### config.mk
export PLATFORM = sky130hd
export DESIGN_NAME = mem_port_arbiter
export DESIGN_NICKNAME = d
export VERILOG_FILES = /design/src/rtl/mem_port_arbiter.sv
export SDC_FILE = /design/constraint.sdc
export NUM_CORES = 1
export LEC_CHECK = 0
export CAP_MARGIN = 20
export CORE_AREA = 2 2 104 106
export DETAILED_ROUTE_END_ITERATION = 12
export DIE_AREA = 0 0 106 108
export HOLD_SLACK_MARGIN = 0.03
export SETUP_SLACK_MARGIN = 0.05
export SYNTH_ARGS = -nofsm -noshare
export SYNTH_HDL_FRONTEND = slang
export SYNTH_SLANG_ARGS = --single-unit
### constraint.sdc
create_clock -name i_clk -period 1.8 [get_ports i_clk]
set_input_delay 0.27 -clock i_clk [delete_from_list [all_inputs] [get_ports i_clk]]
set_output_delay 0.27 -clock i_clk [all_outputs]
set_load 0.1 [all_outputs]
### src/rtl/mem_port_arbiter.sv
// -----------------------------------------------------------------------------
// mem_port_arbiter
//
// Shares one single-port unified memory between the instruction-fetch port and
// the load/store data port of a core. One read may be outstanding at a time;
// the arbiter records which port owns it and steers the returning read data
// (valid MEM_LAT cycles after the grant) back to that port.
//
// Grants are combinational: a requester sees o_*_gnt in the same cycle it
// raises its request, provided the grant slot is eligible. The slot is
// eligible when no read is outstanding, or on the return cycle of the
// outstanding read. This allows one read per cycle at MEM_LAT = 1.
//
// Optional feature (compile-time macro ARB_STARVE_GUARD_EN):
//   When defined, a saturating counter tracks eligible slots in which the
//   fetch port requested but was not granted. Once it reaches STARVE_MAX,
//   the next eligible slot goes to the fetch port even if data requests.
//   When undefined, the data port always wins and no counter exists.
//
// Parameters:
//   WIDTH      data word width
//   ADDR_W     address width (both ports)
//   MEM_LAT    cycles from accepted read to valid i_mem_rdata (>= 1)
//   STARVE_MAX denied-slot limit for the fetch port (starvation guard only)
//
// Ports:
//   i_clk, i_rst                  clock (rising edge), sync active-high reset
//   i_if_req, i_if_addr           fetch read request / address
//   o_if_gnt                      fetch request accepted this cycle
//   o_if_rvalid, o_if_rdata       fetch read data return
//   i_d_req, i_d_we               data request, 1 = write
//   i_d_addr, i_d_wdata           data address / write data
//   o_d_gnt                       data request accepted this cycle
//   o_d_rvalid, o_d_rdata         load data return
//   o_mem_req, o_mem_we           memory strobe / write enable
//   o_mem_addr, o_mem_wdata       memory address / write data
//   i_mem_rdata                   memory read data
//   o_busy                        a read is outstanding
// -----------------------------------------------------------------------------
module mem_port_arbiter #(
  parameter int WIDTH      = 32,
  parameter int ADDR_W     = 32,
  parameter int MEM_LAT    = 1,
  parameter int STARVE_MAX = 4
) (
  input  logic              i_clk,
  input  logic              i_rst,
  // instruction fetch port
  input  logic              i_if_req,
  input  logic [ADDR_W-1:0] i_if_addr,
  output logic              o_if_gnt,
  output logic              o_if_rvalid,
  output logic [WIDTH-1:0]  o_if_rdata,
  // load/store data port
  input  logic              i_d_req,
  input  logic              i_d_we,
  input  logic [ADDR_W-1:0] i_d_addr,
  input  logic [WIDTH-1:0]  i_d_wdata,
  output logic              o_d_gnt,
  output logic              o_d_rvalid,
  output logic [WIDTH-1:0]  o_d_rdata,
  // memory macro
  output logic              o_mem_req,
  output logic              o_mem_we,
  output logic [ADDR_W-1:0] o_mem_addr,
  output logic [WIDTH-1:0]  o_mem_wdata,
  input  logic [WIDTH-1:0]  i_mem_rdata,
  // status
  output logic              o_busy
);

  // Counter wide enough to hold MEM_LAT; guarded so an illegal MEM_LAT still
  // elaborates far enough to reach the error below.
  localparam int CNT_W = (MEM_LAT < 1) ? 1 : $clog2(MEM_LAT + 1);

  // ---------------------------------------------------------------------------
  // Elaboration-time parameter checks
  // ---------------------------------------------------------------------------
  if (MEM_LAT < 1) begin : g_bad_mem_lat
    $error("mem_port_arbiter: MEM_LAT must be >= 1 (got %0d)", MEM_LAT);
  end

  if (STARVE_MAX < 1) begin : g_bad_starve_max
    $error("mem_port_arbiter: STARVE_MAX must be >= 1 (got %0d)", STARVE_MAX);
  end

  // ---------------------------------------------------------------------------
  // Types and state
  // ---------------------------------------------------------------------------
  typedef enum logic {
    ST_IDLE = 1'b0,   // no read outstanding
    ST_WAIT = 1'b1    // read outstanding, lat_cnt counting down
  } state_e;

  typedef enum logic {
    OWN_IF = 1'b0,
    OWN_D  = 1'b1
  } owner_e;

  state_e             state_q,   state_d;
  logic [CNT_W-1:0]   lat_cnt_q, lat_cnt_d;
  owner_e             owner_q,   owner_d;

  logic               return_cycle;  // outstanding read's data is on i_mem_rdata
  logic               slot_ok;       // a new grant may be issued this cycle
  logic               force_if;      // starvation guard overrides data priority
  logic               if_gnt;
  logic               d_gnt;
  logic               rd_gnt;        // a read (either port) is granted

  // ---------------------------------------------------------------------------
  // Slot eligibility
  // ---------------------------------------------------------------------------
  // Reset masks everything combinationally so no grant or rvalid can escape
  // while i_rst is high, independent of the (possibly stale) register state.
  assign return_cycle = !i_rst && (state_q == ST_WAIT) &&
                        (lat_cnt_q == CNT_W'(1));

  assign slot_ok = !i_rst && ((state_q == ST_IDLE) || return_cycle);

  // ---------------------------------------------------------------------------
  // Optional fetch starvation guard
  // ---------------------------------------------------------------------------
`ifdef ARB_STARVE_GUARD_EN
  localparam int SC_W = $clog2(STARVE_MAX + 1);

  logic [SC_W-1:0] starve_cnt_q, starve_cnt_d;

  // Only meaningful while fetch is still asking; a grant is never issued
  // to a port that is not requesting.
  assign force_if = (starve_cnt_q == SC_W'(STARVE_MAX)) && i_if_req;

  always_comb begin
    starve_cnt_d = starve_cnt_q;
    if (if_gnt) begin
      starve_cnt_d = '0;
    end else if (slot_ok && i_if_req &&
                 (starve_cnt_q != SC_W'(STARVE_MAX))) begin
      starve_cnt_d = starve_cnt_q + SC_W'(1);
    end
  end

  always_ff @(posedge i_clk) begin
    if (i_rst) begin
      starve_cnt_q <= '0;
    end else begin
      starve_cnt_q <= starve_cnt_d;
    end
  end
`else
  assign force_if = 1'b0;
`endif

  // ---------------------------------------------------------------------------
  // Grant selection: data over fetch unless the guard forces fetch.
  // At most one grant per cycle by construction.
  // ---------------------------------------------------------------------------
  assign d_gnt  = slot_ok && i_d_req && !force_if;
  assign if_gnt = slot_ok && i_if_req && !d_gnt;
  assign rd_gnt = if_gnt || (d_gnt && !i_d_we);

  // ---------------------------------------------------------------------------
  // FSM: next state
  // ---------------------------------------------------------------------------
  always_comb begin
    state_d   = state_q;
    lat_cnt_d = lat_cnt_q;
    owner_d   = owner_q;

    case (state_q)
      ST_IDLE: begin
        // Writes complete in their grant cycle and leave the FSM idle.
        if (rd_gnt) begin
          state_d   = ST_WAIT;
          lat_cnt_d = CNT_W'(MEM_LAT);
          owner_d   = d_gnt ? OWN_D : OWN_IF;
        end
      end

      ST_WAIT: begin
        if (lat_cnt_q == CNT_W'(1)) begin
          // Return cycle: chain straight into a new read if one is granted,
          // otherwise (no grant, or a write) fall back to idle.
          if (rd_gnt) begin
            state_d   = ST_WAIT;
            lat_cnt_d = CNT_W'(MEM_LAT);
            owner_d   = d_gnt ? OWN_D : OWN_IF;
          end else begin
            state_d   = ST_IDLE;
            lat_cnt_d = '0;
          end
        end else begin
          lat_cnt_d = lat_cnt_q - CNT_W'(1);
        end
      end

      default: begin
        state_d   = ST_IDLE;
        lat_cnt_d = '0;
      end
    endcase
  end

  // ---------------------------------------------------------------------------
  // FSM: state register
  // ---------------------------------------------------------------------------
  always_ff @(posedge i_clk) begin
    if (i_rst) begin
      state_q   <= ST_IDLE;
      lat_cnt_q <= '0;
      owner_q   <= OWN_IF;
    end else begin
      state_q   <= state_d;
      lat_cnt_q <= lat_cnt_d;
      owner_q   <= owner_d;
    end
  end

  // ---------------------------------------------------------------------------
  // Outputs
  // ---------------------------------------------------------------------------
  assign o_if_gnt    = if_gnt;
  assign o_d_gnt     = d_gnt;

  // Memory side is muxed from whichever port holds the grant this cycle.
  // Fetch never writes, so write data always comes from the data port.
  assign o_mem_req   = if_gnt || d_gnt;
  assign o_mem_we    = d_gnt && i_d_we;
  assign o_mem_addr  = d_gnt ? i_d_addr : i_if_addr;
  assign o_mem_wdata = i_d_wdata;

  // Read data is a straight pass-through; rvalid qualifies it per owner.
  assign o_if_rvalid = return_cycle && (owner_q == OWN_IF);
  assign o_d_rvalid  = return_cycle && (owner_q == OWN_D);
  assign o_if_rdata  = i_mem_rdata;
  assign o_d_rdata   = i_mem_rdata;

  assign o_busy      = !i_rst && (state_q == ST_WAIT);

endmodule

# Word level (Yosys, flattened, before mapping)
# Index checks and enable logic that the tools add are counted.
# classes
n_reduce_logical	16
div_mod_pow	0
add_sub_neg	1
n_shift	0
n_eq_ne	2
muxes	11
bitwise_logic	2
magnitude_cmp	0
n_mul	0
# ops
operator	n
32-bit 2-to-1 mux	1
1-bit logical AND	10
1-bit 2-to-1 mux	7
1-bit one-hot mux with 2 select lines	3
1-bit logical NOT	3
1-bit logical OR	3
2-bit by 1-bit != test with 1-bit output, second input constant	1
2-bit != test, second input constant	1
1-bit NOT	2
1-bit subtractor, second input constant	1
# totals
ramBits	0
rom_bits	0
latchBits	0
reg_bits	3
memories	0
elab_cells	35

# Logic depth before layout (Yosys ltp)
# Gate-level depths: netlist of the first run.
# logic_depth
word_depth	12
ltp_mapped	4
depth_no_buf	3

# Worst setup path before layout of the first run
# Ideal clock, no wire load.
# synth_timing
path_kind	register to output
start	register state_q
end	output port o_if_rvalid
path_buffers	0
t_arrival_ps	3214
setup_slack_ps	-1684
stages_incl_launch_ff	4
required_ps	1530
cell_sequence	dfxtp_1 > nor2b_1 > nand2_1 > nor2_1
# synth_via
elab_chain_len	3
# synth_lines
item	line	rtl
from (decl)	100	state_e state_q, state_d;
from (signal assigned)	213	state_q <= state_d;
1-bit logical AND	--	
net o_busy	69	output logic o_busy
1-bit logical AND	116	assign return_cycle = !i_rst && (state_q == ST_WAIT) &&
1-bit logical AND	233	assign o_if_rvalid = return_cycle && (owner_q == OWN_IF);
to (decl)	52	output logic o_if_rvalid,
# The timed path passes the listed nets, and every way through them passes these cells.

# Final worst setup path of the first run
# layout_timing
start	register lat_cnt_q
end	output port o_mem_addr[31]
# layout_via
elab_chain_len	5
# layout_lines
item	line	rtl
from (decl)	101	logic [CNT_W-1:0] lat_cnt_q, lat_cnt_d;
from (signal assigned)	214	lat_cnt_q <= lat_cnt_d;
1-bit logical AND	116	
1-bit logical OR	119	assign slot_ok = !i_rst && ((state_q == ST_IDLE) || return_cycle);
1-bit logical AND	119	
1-bit logical AND	158	assign d_gnt = slot_ok && i_d_req && !force_if;
32-bit 2-to-1 mux	229	assign o_mem_addr = d_gnt ? i_d_addr : i_if_addr;
to (decl)	65	output logic [ADDR_W-1:0] o_mem_addr,
# Every way passes these cells.

==> results of run 1 <==
critical path: stages (launching register included):
cell and delay, ps:
dfxtp_2 320, nand2b_4 140, nand3b_4 150, buf_12 190, mux2_4 330, buf_12 170
logic make-up after synthesis:
logic type | Yosys count | synth area share (%)
AOI/OAI and AO/OA | 5 | 2.14
DFF | 3 | 4.28
and+or+nand+nor | 13 | 6.42
buffers and inverters | 101 | 54.3
muxes | 32 | 32.9
stage by stage:
step / instances / util, %
CTS: 313 / 24.9
global placement: 302 / 23.1
detailed placement: 302 / 23.1
floorplan: 154 / -
global route: 312 / 24.5
finish: 312 / 24.5
placed cells by master, fill, tap and decap left out:
| cell type | netlist | layout |
|---|---|---|
| and3_2 | 0 | 1 |
| nand2_1 | 2 | 1 |
| dlygate4sd2_1 | 0 | 2 |
| nor2_4 | 0 | 2 |
| a31oi_1 | 1 | 1 |
| nor2b_4 | 0 | 1 |
| nand3b_1 | 1 | 1 |
| mux2_4 | 27 | 32 |
| a2111oi_0 | 1 | 1 |
| nor2b_1 | 2 | 1 |
| or2b_1 | 1 | 1 |
| clkbuf_1 | 0 | 1 |
| nand2b_4 | 1 | 1 |
| buf_12 | 0 | 43 |
| a21oi_1 | 3 | 3 |
| clkdlybuf4s50_1 | 0 | 66 |
| buf_6 | 3 | 1 |
| nand3b_4 | 1 | 1 |
| buf_4 | 96 | 5 |
| clkbuf_8 | 0 | 3 |
| nor2_1 | 4 | 1 |
| inv_1 | 2 | 1 |
| dfxtp_2 | 0 | 2 |
| nand2_2 | 0 | 1 |
| inv_2 | 0 | 1 |
| dfxtp_1 | 3 | 1 |
| nor2_2 | 0 | 1 |
flip-flops by register name, indices dropped and copies added, names as in the netlist:
name,flops
lat_cnt_q,1
owner_q,1
state_q,1
power by group through the flow:
stage          Clock, uW  Combinational, uW  Sequential, uW
2_1_floorplan          0               1680            78.2
3_3_place_gp           0               1150            79.3
3_5_place_dp           0               1160            79.8
4_1_cts              199               1220            78.9
5_1_grt              213               1230            79.8
6_report             195               1190            79.0
how the worst max path moves through the flow:
stage                     end  slack (ps)  cells past startpoint
6_report       o_mem_addr[31]           6                      5
5_1_grt        o_mem_addr[31]         -30                      5
4_1_cts        o_mem_addr[26]         -90                      6
3_5_place_dp   o_mem_addr[30]        -160                      5
3_3_place_gp   o_mem_addr[30]        -160                      5
2_1_floorplan     o_if_rvalid         -90                      3
metal layers:
metal	GRT usage (%)	wire (um)	part of all wire (%)	vias to the layer above
met5	0	0	0	-
met4	5.45	241	5.6	0
met3	2.65	512	12	39
met2	11.8	2090	49	81
met1	6.90	1440	34	443
li1	-	-	-	447
layout make-up:
type / instances / area (um2)
Clock buffer: 4 / 45.0
Fill cell: 1070 / 7730
Inverter: 2 / 7.51
Multi-Input combinational cell: 50 / 629
Sequential cell: 3 / 62.6
Tap cell: 136 / 170
Timing Repair Buffer: 117 / 1590
timing repair:
action                                  4_1_cts  5_1_grt
buffers inserted                              5        1
endpoints found under the setup margin       32       35
resized for setup                            14        0
gates cloned                                  2        0
==> run metrics, run 1 <==
I/O pin total 268; vias 1,010; design area 0.00250 mm2; # diodes 0; Final GP Congestion 0.644; initial antenna violation count 0; Hold Vio Cnt, Final 0; share of layout cells above drive strength 1 54.0%; Die Y 108 um; Post-synth EDFFs 0; Vias/cell 3.24; critical path class flip-flop to output pin; CTS tree built; IO buf count 107; number of buffers created by CTS 3; Max rail drop VDD 0.175 mV; worst r2r src lat_cnt_q; Root Driver clkbuf_8; Final #Nets 310; Clock Latency Late Sink 210 ps; required time worst endpoint 1530 ps; row cnt 37; Total GRT Usage 6.95%; Chip Width 106 um; RSZ-0062 raised after global routing true; largest net degree at the start of global routing 11; top-count cell post-synth buf_4; P&R area growth vs syn 78.3%; Mapped Area 0.00140 mm2; residual DRC count 0; Clock Tree Buf Depth 2; synthesis-stage register bit count 3; syn_area_per_cell 9.12 um2; Psw 716 uW; HP Class primary input to flip-flop; DRT Pass-1 Iters 2; synth warn 0; first-pass GRT wire length 6200 um; grt ovf 0; Hold Path Sink state_q; sequential-to-total area share from yosys stat 4.28%; Worst-path clk slew 30 ps; Initial Utilization 13.7%; ys async rst share 0%; Top FF cell, synth dfxtp_1; Crit Path Max Fanout 8; Register-to-Register Path Depth 4; post-layout min period 1790 ps; switching part of the total 48.8%; dpl cell area 0.00236 mm2; CTS sink cnt 3; routed len/inst 13.7 um; power share of the clock group 13.3%; HP Start i_rst; Place WS -163 ps; Syn Inst Count 154; Slew headroom 78.2%; total wire length 4280 um; area share of the largest cell type after synthesis 51.3%; Netlist cell types 17; drt first-iter violations 12; Hold Crit Depth 3; Setup Skew 2.32 ps; remaining antenna violation count 0; CP endpoint kind output pin; R2R Path End owner_q; Final WS setup 6.08 ps; critical path startpoint lat_cnt_q; Synth area leaders buf_4 (51%), mux2_4 (29%), dfxtp_1 (4.3%), mux2_2 (4.0%), buf_6 (2.4%); CTS Hold Buffers Added 0; power consumption 1470 uW; Worst-Margin Slew 319 ps; htree depth 1; vias in the first global route 1,183; final setup vio count 0; critical path startpoint category flip-flop; setup TNS 0 ps; FMAX 557 MHz; Synth area leader buf_4; DP Wirelength 3510 um; Max Cap Violations 0; Core Region 0.0102 mm2; CP arrival 1520 ps; Tcrit/Tclk final 99.7%; Pint 751 uW; Comb pwr share 81.3%; status finished, final reports clean; top post-synthesis cells by count buf_4 (96), mux2_4 (27), mux2_2 (5); Reg2Reg Setup Slack 680 ps; Leak 0.00111 uW; Max Slew Vio Count 0; sequential group share of total power 5.4%; PwrDens 586 mW/mm2; Min Hold Slack 518 ps; Mapped Nets 287; die area 0.0114 mm2
Power figures use the tool's default switching activity.
==> run 2: changes to the inputs <==
- clock period: 1.8 -> 2 ns (I/O delays scaled with it)
==> run 2 against run 1 <==
- register-to-register slack better by 150 ps
- highest routed layer unchanged
- worst setup slack better by 98 ps
- final cell count up 1.9%
- clock skew down 1.6 ps
- final area up 3.2%
- largest power group unchanged
- critical path type unchanged
- first-iteration DRC count up 8.3%
==> run metrics, run 2 (synthesis results as in run 1) <==
Hold Vio Cnt, Final 0; Pint 691 uW; Tcrit/Tclk final 94.8%; DP Wirelength 3510 um; commonest non-fill, non-tap cell in the layout clkdlybuf4s50_1; met2 WL 2280 um; status finished, final reports clean; design area 0.00258 mm2; Worst-Margin Slew 297 ps; Core Region 0.0102 mm2; RSZ-0062 raised after global routing false; top routing layer used met4; Max Cap Violations 0; WL met3 494 um; most frequent cells in the layout clkdlybuf4s50_1 (66), buf_12 (43), mux2_4 (27); first-pass GRT wire length 5450 um; Final GP Congestion 0.727; Max Slew Vio Count 0; # diodes 0; total wire length 4410 um; number of buffers created by CTS 3; fillers 1,061; CP endpoint kind output pin; DRT Pass-1 Iters 3; critical path class flip-flop to output pin; I/O pin total 268; top flop regs lat_cnt_q x1, owner_q x1, state_q x1; drt first-iter violations 13; critical path startpoint category flip-flop; Die Y 108 um; Final WS setup 104 ps; largest net degree at the start of global routing 21; CP arrival 1600 ps; Comb pwr share 81.4%; worst r2r src lat_cnt_q; Non-Filler Instances 318; Leak 0.00116 uW; placed cells 302; CTS tree built; M1 WL 1510 um; power share of the clock group 13.3%; post-layout min period 1900 ps; Register-to-Register Path Depth 5; htree depth 1; vias in the first global route 993; Hold Crit Depth 3; CTS Hold Buffers Added 0; sequential group share of total power 5.2%; vias 1,004; Clock Latency Late Sink 220 ps; Crit Path Max Fanout 5; Final #Nets 316; Min Hold Slack 420 ps; Hold Path Sink lat_cnt_q; Vias/cell 3.16; Setup Skew 0.678 ps; HP Class primary input to flip-flop; Psw 646 uW; IO buf count 107; remaining antenna violation count 0; setup TNS 0 ps; Total GRT Usage 6.18%; final setup vio count 0; die area 0.0114 mm2; Worst-path clk slew 30 ps; required time worst endpoint 1700 ps; HP Start i_rst; FMAX 527 MHz; CTS sink cnt 3; initial antenna violation count 0; share of layout cells above drive strength 1 53.8%; Chip Width 106 um; P&R area growth vs syn 84.0%; Reg2Reg Setup Slack 830 ps; Max rail drop VDD 0.162 mV; routed len/inst 13.9 um; switching part of the total 48.3%; row cnt 37; dpl cell area 0.00235 mm2; PwrDens 518 mW/mm2; residual DRC count 0; grt ovf 0; Clock Tree Buf Depth 2; Root Driver clkbuf_8; Place WS 24.2 ps; Initial Utilization 13.7%; R2R Path End owner_q; Slew headroom 79.7%
==> run 2: worst max path at each step <==
stage,startpoint,endpoint,slack [ps],cells after the start
2_1_floorplan,state_q,o_if_rvalid,-180,3
3_3_place_gp,i_rst,o_mem_addr[30],50,5
3_5_place_dp,i_rst,o_mem_addr[30],20,5
4_1_cts,i_rst,o_mem_addr[30],20,5
5_1_grt,lat_cnt_q,o_mem_addr[15],50,6
6_report,lat_cnt_q,o_mem_addr[15],100,6
==> run 2: stage by stage <==
stage               util [%]  power, uW
finish                  25.2       1340
global route            25.2       1380
CTS                     23.4       1300
detailed placement      23.0       1110
global placement        23.0       1110
floorplan                  -       1580
==> run 2: repair_timing <==
action | 4_1_cts | 5_1_grt
buffers inserted | 0 | 9
gates cloned | 0 | 3
endpoints found under the setup margin | 8 | 22
resized for setup | 0 | 7
pin swaps | 0 | 1
endpoints found under the hold margin | 0 | 0
==> run 2: critical path, cell delays in order (launching register included) <==
cell and delay, ps:
dfxtp_2 320, nand2b_4 130, nand3b_4 130, buf_6 160
clkbuf_16 150, mux2_4 310, buf_12 170
==> run 2: per-layer routing <==
| metal | up-vias | GRT usage [%] |
|---|---|---|
| li1 | 460 | - |
| met1 | 448 | 6.47 |
| met2 | 77 | 10.2 |
| met3 | 19 | 3.07 |
| met4 | 0 | 3.29 |
| met5 | - | 0 |
==> run 2: power by group through the flow <==
stage	Sequential [uW]	Combinational (uW)	Clock [uW]
after floorplan	70.0	1510	0
after global placement	70.6	1040	0
after detailed placement	71.0	1040	0
after CTS	70.2	1040	182
after global routing	70.3	1120	195
final	70.0	1090	178
==> run 2: cell type report <==
class | instances | area (um2) | share of cell area (%)
timing repair buffer | 123 | 1700 | 65.8
multi-input combinational | 50 | 598 | 23.2
tap | 136 | 170 | 6.59
sequential | 3 | 61.3 | 2.37
clock buffer | 4 | 45.0 | 1.74
inverter | 2 | 7.51 | 0.291
==> run 3: changes to the inputs <==
- clock period: 2 -> 1.8 ns (I/O delays scaled with it)
==> results of run 3 <==
No change in the layout: final DEF, timing and power equal those of run 1.
